<file path="src/rtl/spi_master_pkg.sv">
// Shared types and constants for the same-clock SPI master.
// Frame layout: {op[1], op[1], op[0], data[7:0]}, sent MSB first.
package spi_master_pkg;

   typedef enum logic [2:0] {
      M_IDLE,
      M_START,
      M_SHIFT,
      M_HOLD,
      M_TURN,
      M_RECV,
      M_GAP
   } mstate_e;

   localparam logic [1:0] OP_WR_ADDR = 2'b00;
   localparam logic [1:0] OP_WR_DATA = 2'b01;
   localparam logic [1:0] OP_RD_ADDR = 2'b10;
   localparam logic [1:0] OP_RD_DATA = 2'b11;

   localparam int FRAME_BITS = 11;
   localparam int RX_BITS    = 8;

   // Leading copy of op[1] is the slave's command/data selector bit.
   function automatic logic [FRAME_BITS-1:0] build_frame(input logic [1:0] op,
                                                        input logic [7:0] data);
      return {op[1], op, data};
   endfunction

endpackage

</file>
<file path="src/rtl/spi_master_shifter.sv">
// TX parallel-load shift register and RX capture shift register, both MSB first.
// rx_next exposes the RX value including the current MISO bit so the final bit can be captured in the same edge.
module spi_master_shifter
   import spi_master_pkg::*;
(
   input  logic                  clk,
   input  logic                  rst,
   input  logic                  load,
   input  logic [FRAME_BITS-1:0] load_frame,
   input  logic                  shift,
   input  logic                  capture,
   input  logic                  miso_bit,
   output logic                  tx_msb,
   output logic [RX_BITS-1:0]    rx_next
);

   logic [FRAME_BITS-1:0] tx_sr;
   logic [RX_BITS-1:0]    rx_sr;

   always_ff @(posedge clk) begin
      if (rst) begin
         tx_sr <= '0;
         rx_sr <= '0;
      end else begin
         if (load) begin
            tx_sr <= load_frame;
         end else if (shift) begin
            tx_sr <= {tx_sr[FRAME_BITS-2:0], 1'b0};
         end
         if (capture) begin
            rx_sr <= rx_next;
         end
      end
   end

   assign tx_msb  = tx_sr[FRAME_BITS-1];
   assign rx_next = {rx_sr[RX_BITS-2:0], miso_bit};

endmodule

</file>
<file path="src/rtl/spi_master_ctrl.sv">
// Same-clock SPI master: one command in flight, frames SS_n/MOSI and captures MISO for RD_DATA.
// Outputs are registered from the next state so they line up with the state they describe.
module spi_master_ctrl
   import spi_master_pkg::*;
#(
   parameter int HOLD_CYC = 2,
   parameter int TURN_CYC = 2,
   parameter int GAP_CYC  = 1
) (
   input  logic       clk,
   input  logic       rst,
   input  logic       cmd_valid,
   output logic       cmd_ready,
   input  logic [1:0] cmd_op,
   input  logic [7:0] cmd_data,
   output logic       rsp_valid,
   output logic [7:0] rsp_data,
   output logic       busy,
   output logic       SS_n,
   output logic       MOSI,
   input  logic       MISO
);

   localparam int WMAX = (HOLD_CYC > TURN_CYC) ?
                         ((HOLD_CYC > GAP_CYC) ? HOLD_CYC : GAP_CYC) :
                         ((TURN_CYC > GAP_CYC) ? TURN_CYC : GAP_CYC);
   localparam int WW   = (WMAX < 1) ? 1 : $clog2(WMAX + 1);

   localparam logic [WW-1:0] HOLD_TC = WW'((HOLD_CYC > 0) ? HOLD_CYC - 1 : 0);
   localparam logic [WW-1:0] TURN_TC = WW'(TURN_CYC - 1);
   localparam logic [WW-1:0] GAP_TC  = WW'(GAP_CYC - 1);

   mstate_e        state;
   mstate_e        next;
   logic [3:0]     bit_cnt;
   logic [WW-1:0]  wait_cnt;
   logic [WW-1:0]  wait_tc;
   logic [1:0]     op_q;
   logic           accept;
   logic           bit_last;
   logic           wait_last;
   logic           tx_msb;
   logic [7:0]     rx_next;

   assign cmd_ready = (state == M_IDLE) && !rst;
   assign accept    = cmd_valid && cmd_ready;

   spi_master_shifter u_shifter (
      .clk        (clk),
      .rst        (rst),
      .load       (accept),
      .load_frame (build_frame(cmd_op, cmd_data)),
      .shift      (next == M_SHIFT),
      .capture    (state == M_RECV),
      .miso_bit   (MISO),
      .tx_msb     (tx_msb),
      .rx_next    (rx_next)
   );

   always_comb begin
      wait_tc = GAP_TC;
      next    = state;
      case (state)
         M_HOLD:  wait_tc = HOLD_TC;
         M_TURN:  wait_tc = TURN_TC;
         default: wait_tc = GAP_TC;
      endcase
      // bit_cnt is shared between the TX shift and the RX capture phases.
      bit_last  = (state == M_RECV) ? (bit_cnt == 4'(RX_BITS - 1))
                                    : (bit_cnt == 4'(FRAME_BITS - 1));
      wait_last = (wait_cnt == wait_tc);
      case (state)
         M_IDLE:  if (accept) next = M_START;
         M_START: next = M_SHIFT;
         M_SHIFT: begin
            if (bit_last) begin
               if (op_q == OP_RD_DATA) next = M_TURN;
               else if (HOLD_CYC == 0) next = M_GAP;
               else                    next = M_HOLD;
            end
         end
         M_HOLD:  if (wait_last) next = M_GAP;
         M_TURN:  if (wait_last) next = M_RECV;
         M_RECV:  if (bit_last)  next = M_GAP;
         M_GAP:   if (wait_last) next = M_IDLE;
         default: next = M_IDLE;
      endcase
   end

   always_ff @(posedge clk) begin
      if (rst) begin
         state     <= M_IDLE;
         bit_cnt   <= '0;
         wait_cnt  <= '0;
         op_q      <= OP_WR_ADDR;
         SS_n      <= 1'b1;
         MOSI      <= 1'b0;
         busy      <= 1'b0;
         rsp_valid <= 1'b0;
         rsp_data  <= '0;
      end else begin
         state <= next;
         if (accept) op_q <= cmd_op;
         if (state == M_SHIFT || state == M_RECV) begin
            bit_cnt <= bit_last ? 4'd0 : bit_cnt + 4'd1;
         end
         if (state == M_HOLD || state == M_TURN || state == M_GAP) begin
            wait_cnt <= wait_last ? '0 : wait_cnt + WW'(1);
         end
         SS_n      <= (next == M_IDLE) || (next == M_GAP);
         MOSI      <= (next == M_SHIFT) && tx_msb;
         busy      <= (next != M_IDLE);
         rsp_valid <= (state == M_RECV) && bit_last;
         if (state == M_RECV && bit_last) rsp_data <= rx_next;
      end
   end

endmodule
</file>
<file path="config.mk">
export PLATFORM = sky130hd
export DESIGN_NAME = spi_master_ctrl
export DESIGN_NICKNAME = d
export VERILOG_FILES = /design/src/rtl/spi_master_pkg.sv /design/src/rtl/spi_master_shifter.sv /design/src/rtl/spi_master_ctrl.sv
export SDC_FILE = /design/constraint.sdc
export NUM_CORES = 1
export LEC_CHECK = 0
export ABC_AREA = 1
export CORE_ASPECT_RATIO = 0.75
export CORE_MARGIN = 5
export CORE_UTILIZATION = 30
export DETAILED_ROUTE_END_ITERATION = 12
export GPL_TIMING_DRIVEN = 0
export HOLD_SLACK_MARGIN = 0.03
export SLEW_MARGIN = 10
export SYNTH_ARGS = -nofsm -noshare
export SYNTH_HDL_FRONTEND = slang
export SYNTH_SLANG_ARGS = --single-unit
</file>
<file path="constraint.sdc">
create_clock -name clk -period 3.6 [get_ports clk]
set_clock_uncertainty 0.2 [all_clocks]
set_input_delay 0.9 -clock clk [delete_from_list [all_inputs] [get_ports clk]]
set_output_delay 0.9 -clock clk [all_outputs]
set_load 0.02 [all_outputs]
</file>
Word level (Yosys, flattened, before mapping)
Index checks and enable logic that the tools add are counted.

$add $sub $neg: 2. Equality and inequality tests: 12. Muxes and demuxes: 14. Reduce and logical (&&, ||, !) cells: 14.

Operator list (count): 11-bit 2-to-1 mux (2); 3-bit 2-to-1 mux (7); 3-bit one-hot mux with 7 select lines (1); 3-bit equality test (second input constant) (4); 3-bit by 2-bit equality test with 1-bit output (second input constant) (3); 3-bit logical NOT (2); 4-bit by 1-bit adder with 4-bit output (second input constant) (1); 4-bit by 3-bit equality test with 1-bit output (second input constant) (1); 4-bit equality test (second input constant) (1); 1-bit logical AND (4); 1-bit logical OR (4); 4-bit 2-to-1 mux (1); 3-bit by 1-bit equality test with 1-bit output (second input constant) (1); 3-bit nonzero test (1); 2-bit by 1-bit adder with 2-bit output (second input constant) (1); 2-bit equality test (1); 2-bit equality test (second input constant) (1); 1-bit 2-to-1 mux (2); 2-bit 2-to-1 mux (1); 2-bit nonzero test (1); 2-bit OR reduction (1); 1-bit logical NOT (1).

Flip-flop bits (word level): 41. Output and inout port bits: 13.

Logic depth before layout (Yosys ltp)
Gate-level depths: netlist (run 1).

Word-level depth: 9. Mapped depth: 13. Gate-level depth less buffers: 13.

Hierarchy
Synthesis (run 1) repeated with hierarchy kept, for this count alone.

Cells, all modules: 265. Area, all modules: 1943.1 um2.

Modules (own cells, without submodules): spi_master_ctrl (times used 1, cells each 152, area each 1168.6 um2, seq. area each 460.4 um2); spi_master_shifter (times used 1, cells each 113, area each 774.5 um2, seq. area each 360.3 um2).

Worst setup path after synthesis (run 1)
OpenSTA, ideal clock, no wires.

Path type: input -> output. Start: in rst. End: out cmd_ready. Arrival: 1.881 ns. Data required time: 2.500 ns. Path slack: 0.619 ns. Stages: 3. Path through: buf_2 > buf_1 > nor4_1.

Longest elaborated chain between the ends: 2.

RTL lines: from (decl) (RTL line spi_master_ctrl.sv:11) `input logic rst,`; 1-bit logical NOT (RTL line spi_master_ctrl.sv:45) `assign cmd_ready = (state == M_IDLE) && !rst;`; 1-bit logical AND (RTL line spi_master_ctrl.sv:45); to (decl) (RTL line spi_master_ctrl.sv:13) `output logic cmd_ready,`.

Every way passes these cells.

Final worst setup path (run 1)
Same ends and word-level chain as after synthesis.

==> flow_metrics.tcl, run 1 <==
set metrics [dict create \
    antenna_found_initial 0 \
    reg2reg_to "u_shifter.tx_sr[8]$_SDFFE_PP0P_" \
    cts_buffer_depth 2 \
    clkSinkCount 41 \
    worstMarginPinSlew_ns 0.4641 \
    seqCellArea_sq_um 820.8 \
    ff2ff_setup_slack_ns 1.50 \
    cp.arrival_ns 2.31 \
    drive_gt1_share_pct 7.719 \
    hp-class "register to register" \
    ys_ff_latch 41 \
    dpl_worst_slack_ns 0.1629 \
    clk-insertion-delay-late_ns 0.30 \
    hold_viol 0 \
    cts_hold_buffers 0 \
    htreeDepth 2 \
    antenna_cells 0 \
    start_kind "input pin" \
    gp_congestion 0.8709 \
    syn_nets 267 \
    min_from "u_shifter.tx_sr[10]$_SDFFE_PP0P_" \
    portBuffers 25 \
    die_y_um 77.37 \
    setup_viol 0 \
    clkTransAtPathRegs_ns 0.08 \
    grt_pass1_wl_um 6665 \
    outcome "finished clean" \
    leakagePower_nw 0.9962 \
    rr_startpoint "state[1]$_SDFF_PP0_" \
    ios 27 \
    drv_cap 0 \
    path_max_fanout 10 \
    synth_edf_count 0 \
    setup_tns_ns 0 \
    postCtsSetupBuffers 0 \
    worstSetupPathType "input pin to output pin" \
    max_freq_mhz 293.3 \
    vias 1578 \
    multiInputGateArea_sq_um 848.3 \
    max_slew_margin_pct 68.73 \
    core-area_sq_um 5856 \
    crit_required_ns 2.50 \
    area_delta_synth_final_pct 24.12 \
    fin_ws_ns 0.1910 \
    drc 0 \
    synth_flop_cell "dfxtp_1" \
    grt_max_degree 15 \
    period_minus_slack_ns 3.409 \
    ctsRootBufferMaster "clkbuf_8" \
    grt_pass1_vias 1438 \
    yosys_warnings 0 \
    vdd_drop_max_mv 0.1939 \
    firstDrtPassIters 4 \
    async_flop_share_pct 0 \
    whs_path_depth 2 \
    fin_crit_sh_pct 94.69 \
    avgRoutedWirePerCell_um 10.93 \
    powerDensity_nw_per_um2 410.2 \
    grt_usage_pct 10.70 \
    grt-ovfl-total 0 \
    ys_types 28 \
    die_area_sq_um 7723 \
    wl_um 3968 \
    rows 24 \
    cts_resized 0 \
    min_to "MOSI$_SDFF_PP0_" \
    ant_nets 0 \
    cp-end-kind "output pin" \
    reg2reg_depth 11 \
    place_hpwl_um 2872 \
    ys_seq_area_share_pct 45.21 \
    syn_area_per_cell_sq_um 7.204 \
    slew_viol_final 0 \
    syn_inst 252 \
    drt-initial-drc-count 73 \
    tritoncts "built" \
    start_util_pct 31.00 \
    cts_inserted_buffers 5 \
    rsz0062_at_grt "false" \
    vias_per_cell 4.347 \
    final_nets 299 \
    nFillCells 628 \
    netlist_area_sq_um 1815 \
    die_w_um 99.83 \
]
[cell usage after synthesis (2+ instances only)]
library cell / count / area, sq um
mux2i_1: 6 / 60.06
inv_1: 26 / 97.59
nand4_1: 5 / 31.28
buf_2: 3 / 15.01
nor2_1: 50 / 187.7
nand2_1: 60 / 225.2
nand3_2: 2 / 20.02
xor2_1: 4 / 35.03
nor2_2: 2 / 12.51
dfxtp_1: 41 / 820.8
nor3_1: 2 / 10.01
clkbuf_1: 2 / 7.510
nand3_1: 5 / 25.02
a21oi_1: 15 / 75.07
o21ai_0: 16 / 80.08
[per-stage QoR]
stage / hold WS, ns / area [sq um] / util, % / total power, mW / cells
after floorplan: 0.2251 / 1815 / - / 0.5848 / 252
after global placement: 0.2357 / 2163 / 36.94 / 0.6251 / 355
after detailed placement: 0.2366 / 2163 / 36.94 / 0.6265 / 355
after CTS: 0.2500 / 2253 / 38.48 / 0.9378 / 363
after global routing: 0.2716 / 2253 / 38.48 / 0.9782 / 363
final: 0.2480 / 2253 / 38.48 / 0.9243 / 363
[critical path, stage by stage]
cell	delay (ns)
buf_2	0.17
buf_1	0.26
nor4_1	0.30
clkdlybuf4s50_1	0.67
[worst max path at each step]
stage,start,to,slack (ns),depth (start not counted)
finish,rst,cmd_ready,0.19,4
global route,rst,cmd_ready,0.13,4
CTS,rst,cmd_ready,0.16,4
detailed placement,rst,cmd_ready,0.16,4
global placement,rst,cmd_ready,0.16,4
floorplan,rst,cmd_ready,0.62,3
[metal layers]
metal	global-route usage (%)	up-vias	routed length, um
met3	3.315	7	216
met4	4.093	0	72
met5	0	-	0
met2	14.98	29	1607
li1	-	862	-
met1	15.26	680	2073
[logic make-up after synthesis]
| kind of cell | share of synthesized area [%] |
|---|---|
| multiplexers | 3.308 |
| buffers and inverters | 8.063 |
| flip-flops | 45.21 |
| AO/OA/AOI/OAI | 9.304 |
| AND/OR/NAND/NOR | 31.50 |
| adder cells (fa/ha/maj) | 0.6891 |
| XOR/XNOR | 1.930 |
[cell usage in the layout (no fill, tap or decap), drive strengths merged, types with 7 or more instances in the layout]
cell type,instances
a21oi,15
clkbuf,7
clkdlybuf4s50,25
dfxtp,41
inv,27
nand2,62
nand3,7
nor2,52
o21ai,17
[flip-flops by register name (all words and copies together) (netlist names)]
signal           cells
SS_n                 1
op_q                 2
wait_cnt             2
u_shifter.rx_sr      7
MOSI                 1
state                3
rsp_valid            1
bit_cnt              4
rsp_data             8
u_shifter.tx_sr     11
busy                 1
[power by group]
| part | internal, mW | switching (mW) |
|---|---|---|
| clock | 0.138 | 0.172 |
| combinational | 0.0557 | 0.0713 |
| sequential | 0.475 | 0.0126 |
| total | 0.669 | 0.256 |
[final cells by class]
type | count | area share [%]
sequential | 41 | 36.42
clock buffer | 5 | 3.054
buffer | 8 | 2.165
timing repair buffer | 25 | 11.10
clock inverter | 3 | 0.9439
tap | 78 | 4.331
inverter | 26 | 4.331
multi-input combinational | 177 | 37.65
Power figures use the tool's default switching activity.
==> run 2, diff against run 1 <==
--- a/config.mk
+++ b/config.mk
@@ -10,6 +10,7 @@
 export CORE_MARGIN = 5
 export CORE_UTILIZATION = 30
 export DETAILED_ROUTE_END_ITERATION = 12
+export GPL_ROUTABILITY_DRIVEN = 1
 export GPL_TIMING_DRIVEN = 0
 export HOLD_SLACK_MARGIN = 0.03
 export SLEW_MARGIN = 10
==> results of run 2 <==
The final DEF is identical to that of run 1; final timing and power are the same.
==> RTL change, RTL diff (settings of run 1) <==
Change the parameter `HOLD_CYC` from 2 to 4.
--- a/src/rtl/spi_master_ctrl.sv
+++ b/src/rtl/spi_master_ctrl.sv
@@ -5,3 +5,3 @@
 #(
-   parameter int HOLD_CYC = 2,
+   parameter int HOLD_CYC = 4,
    parameter int TURN_CYC = 2,
Formal check against the unedited RTL: same outputs for any inputs over 10 cycles, from zero or initial values and one cycle with rst high; that may be too few to reach the edited logic, so the function may still have changed.
==> RTL change against run 1 <==
- via count rose by 11%
- area after synthesis rose by 14%
- final area rose by 13%
- sequential power is 2% higher
- largest cell class unchanged
- largest power group unchanged
- wire length rose by 11%
- sequential cell count grew 1
- setup slack improved by 0.20 ns
- total power rose by 11%
- global-route usage increased by 0.42 points
- maximum frequency increased by 6.1%
- combinational power up 16%
- die area grew 12%
- highest routed layer unchanged
==> RTL change: results (changes against run 1) <==
The worst reg-to-reg path cell count was 12 (+1). The number of port buffers was 26 (+4.0%); the fraction of final layout cells with drive strength greater than 1 was 14.6% (+6.9 points). The part of the Yosys area used for sequential elements came out at 40.8% (-4.4 points). Number of nets in the final layout: 329 (+10%). The tools report the number of nets in the synthesized netlist as 296 (+11%). The worst voltage drop across the vdd grid is 0.192 mV (-0.89%), and the area share of the leading cell type in the synthesized netlist is 40.8% (-4.4 points). The run finished with clean final reports. The startpoint identified for the worst register-to-register timing path is bit_cnt[1].

The tools report the final cell area excluding filler cells as 2540 µm² (+13%). Ranked by instance count, the synthesized netlist is headed by nand2_1 (72), dfxtp_1 (42), nor2_1 (38), inv_1 (27), a21oi_1 (17). Detailed router's first-iteration violation count: 136 (+86%). For the instance area at placement, the log shows 2430 µm² (+12%).

The filler cell count in the final layout was 666 (+6.1%). The maximum fanout encountered on the critical timing path was 8 (-2); the endpoint arrival time on the critical path was 2.11 ns (-0.20 ns). The count of cell types in the netlist came out at 31 (+11%).

The post-detailed-placement half-perimeter wirelength was 3.31 mm (+15%). The CTS buffer count is 5 (unchanged), and the total wire length after detailed routing is 4.42 mm (+11%). Yosys attributes the largest share of cell area to dfxtp_1 (41%), nand2_1 (13%), nor2_1 (6.9%), inv_1 (4.9%), a21oi_1 (4.1%).

The maximum clock frequency is 311 MHz (+6.1%). The first-pass GRT wire length came out at 7.76 mm (+16%). The logs give 1,694 (+18%) for the via count of the first global-routing pass and 0.884 (+1.5%) for the last weighted congestion value of the routability-driven placer. Static leakage power: 1.12 nW (+13%). The slew at the pin with the worst max-slew slack is 0.558 ns (+0.0934 ns), and the vias after detailed routing is 1,750 (+11%).

The critical path's largest stage delay works out to 0.56 ns (-0.11 ns). The post-placement worst setup slack is -0.0151 ns (-0.178 ns).
==> RTL change: how the worst min path moves through the flow <==
stage | from | endpoint | slack, ns | cells past startpoint
finish | u_shifter.tx_sr[10] | MOSI | 0.25 | 2
global placement | u_shifter.tx_sr[10] | MOSI | 0.24 | 2
global route | u_shifter.tx_sr[10] | MOSI | 0.26 | 2
CTS | u_shifter.tx_sr[10] | MOSI | 0.25 | 2
floorplan | u_shifter.tx_sr[10] | MOSI | 0.22 | 2
detailed placement | u_shifter.tx_sr[10] | MOSI | 0.24 | 2
==> RTL change: where the power goes <==
group	internal (mW)	switching [mW]
Clock	0.208	0.170
Combinational	0.0648	0.0818
Sequential	0.486	0.0135
Total	0.759	0.266
==> RTL change: kinds of logic after synthesis <==
group / synth area share, %
adder cells (fa/ha/maj): 1.21
buffers and inverters: 9.28
multiplexers: 2.43
XOR/XNOR: 1.70
AO/OA/AOI/OAI: 8.37
AND/OR/NAND/NOR: 36.2
flip-flops: 40.8
==> RTL change: stage by stage <==
step / hold slack (ns) / instances / TNS (ns)
6_report: 0.250 / 398 / 0
5_1_grt: 0.255 / 398 / 0
4_1_cts: 0.250 / 398 / 0
3_5_place_dp: 0.236 / 390 / -0.0151
3_3_place_gp: 0.236 / 390 / -0.0186
2_1_floorplan: 0.223 / 280 / 0
==> RTL change: layout make-up <==
type | instances | share of cell area (%)
Timing Repair Buffer | 26 | 10.3
Clock buffer | 5 | 2.70
Buffer | 9 | 2.85
Multi-Input combinational cell | 198 | 40.5
Clock inverter | 3 | 1.72
Sequential cell | 42 | 33.0
Inverter | 31 | 4.77
Tap cell | 84 | 4.13
==> RTL change: critical path, delay by kind of cell <==
family / cells / cell delay (ns)
buffers and inverters: 3 / 0.98
and+or+nand+nor: 2 / 0.22
==> RTL change: what timing repair did <==
action,4_1_cts,5_1_grt
hold endpoints to repair,0,0
resized for setup,1,1
endpoints found under the setup margin,1,1
setup buffers,0,0
==> RTL change: metal layers <==
layer | up-vias | part of all wire [%] | global-route usage (%)
li1 | 947 | - | -
met1 | 775 | 53 | 15.0
met2 | 22 | 41 | 17.3
met3 | 6 | 4.5 | 3.46
met4 | 0 | 1.0 | 3.10
met5 | - | 0 | 0
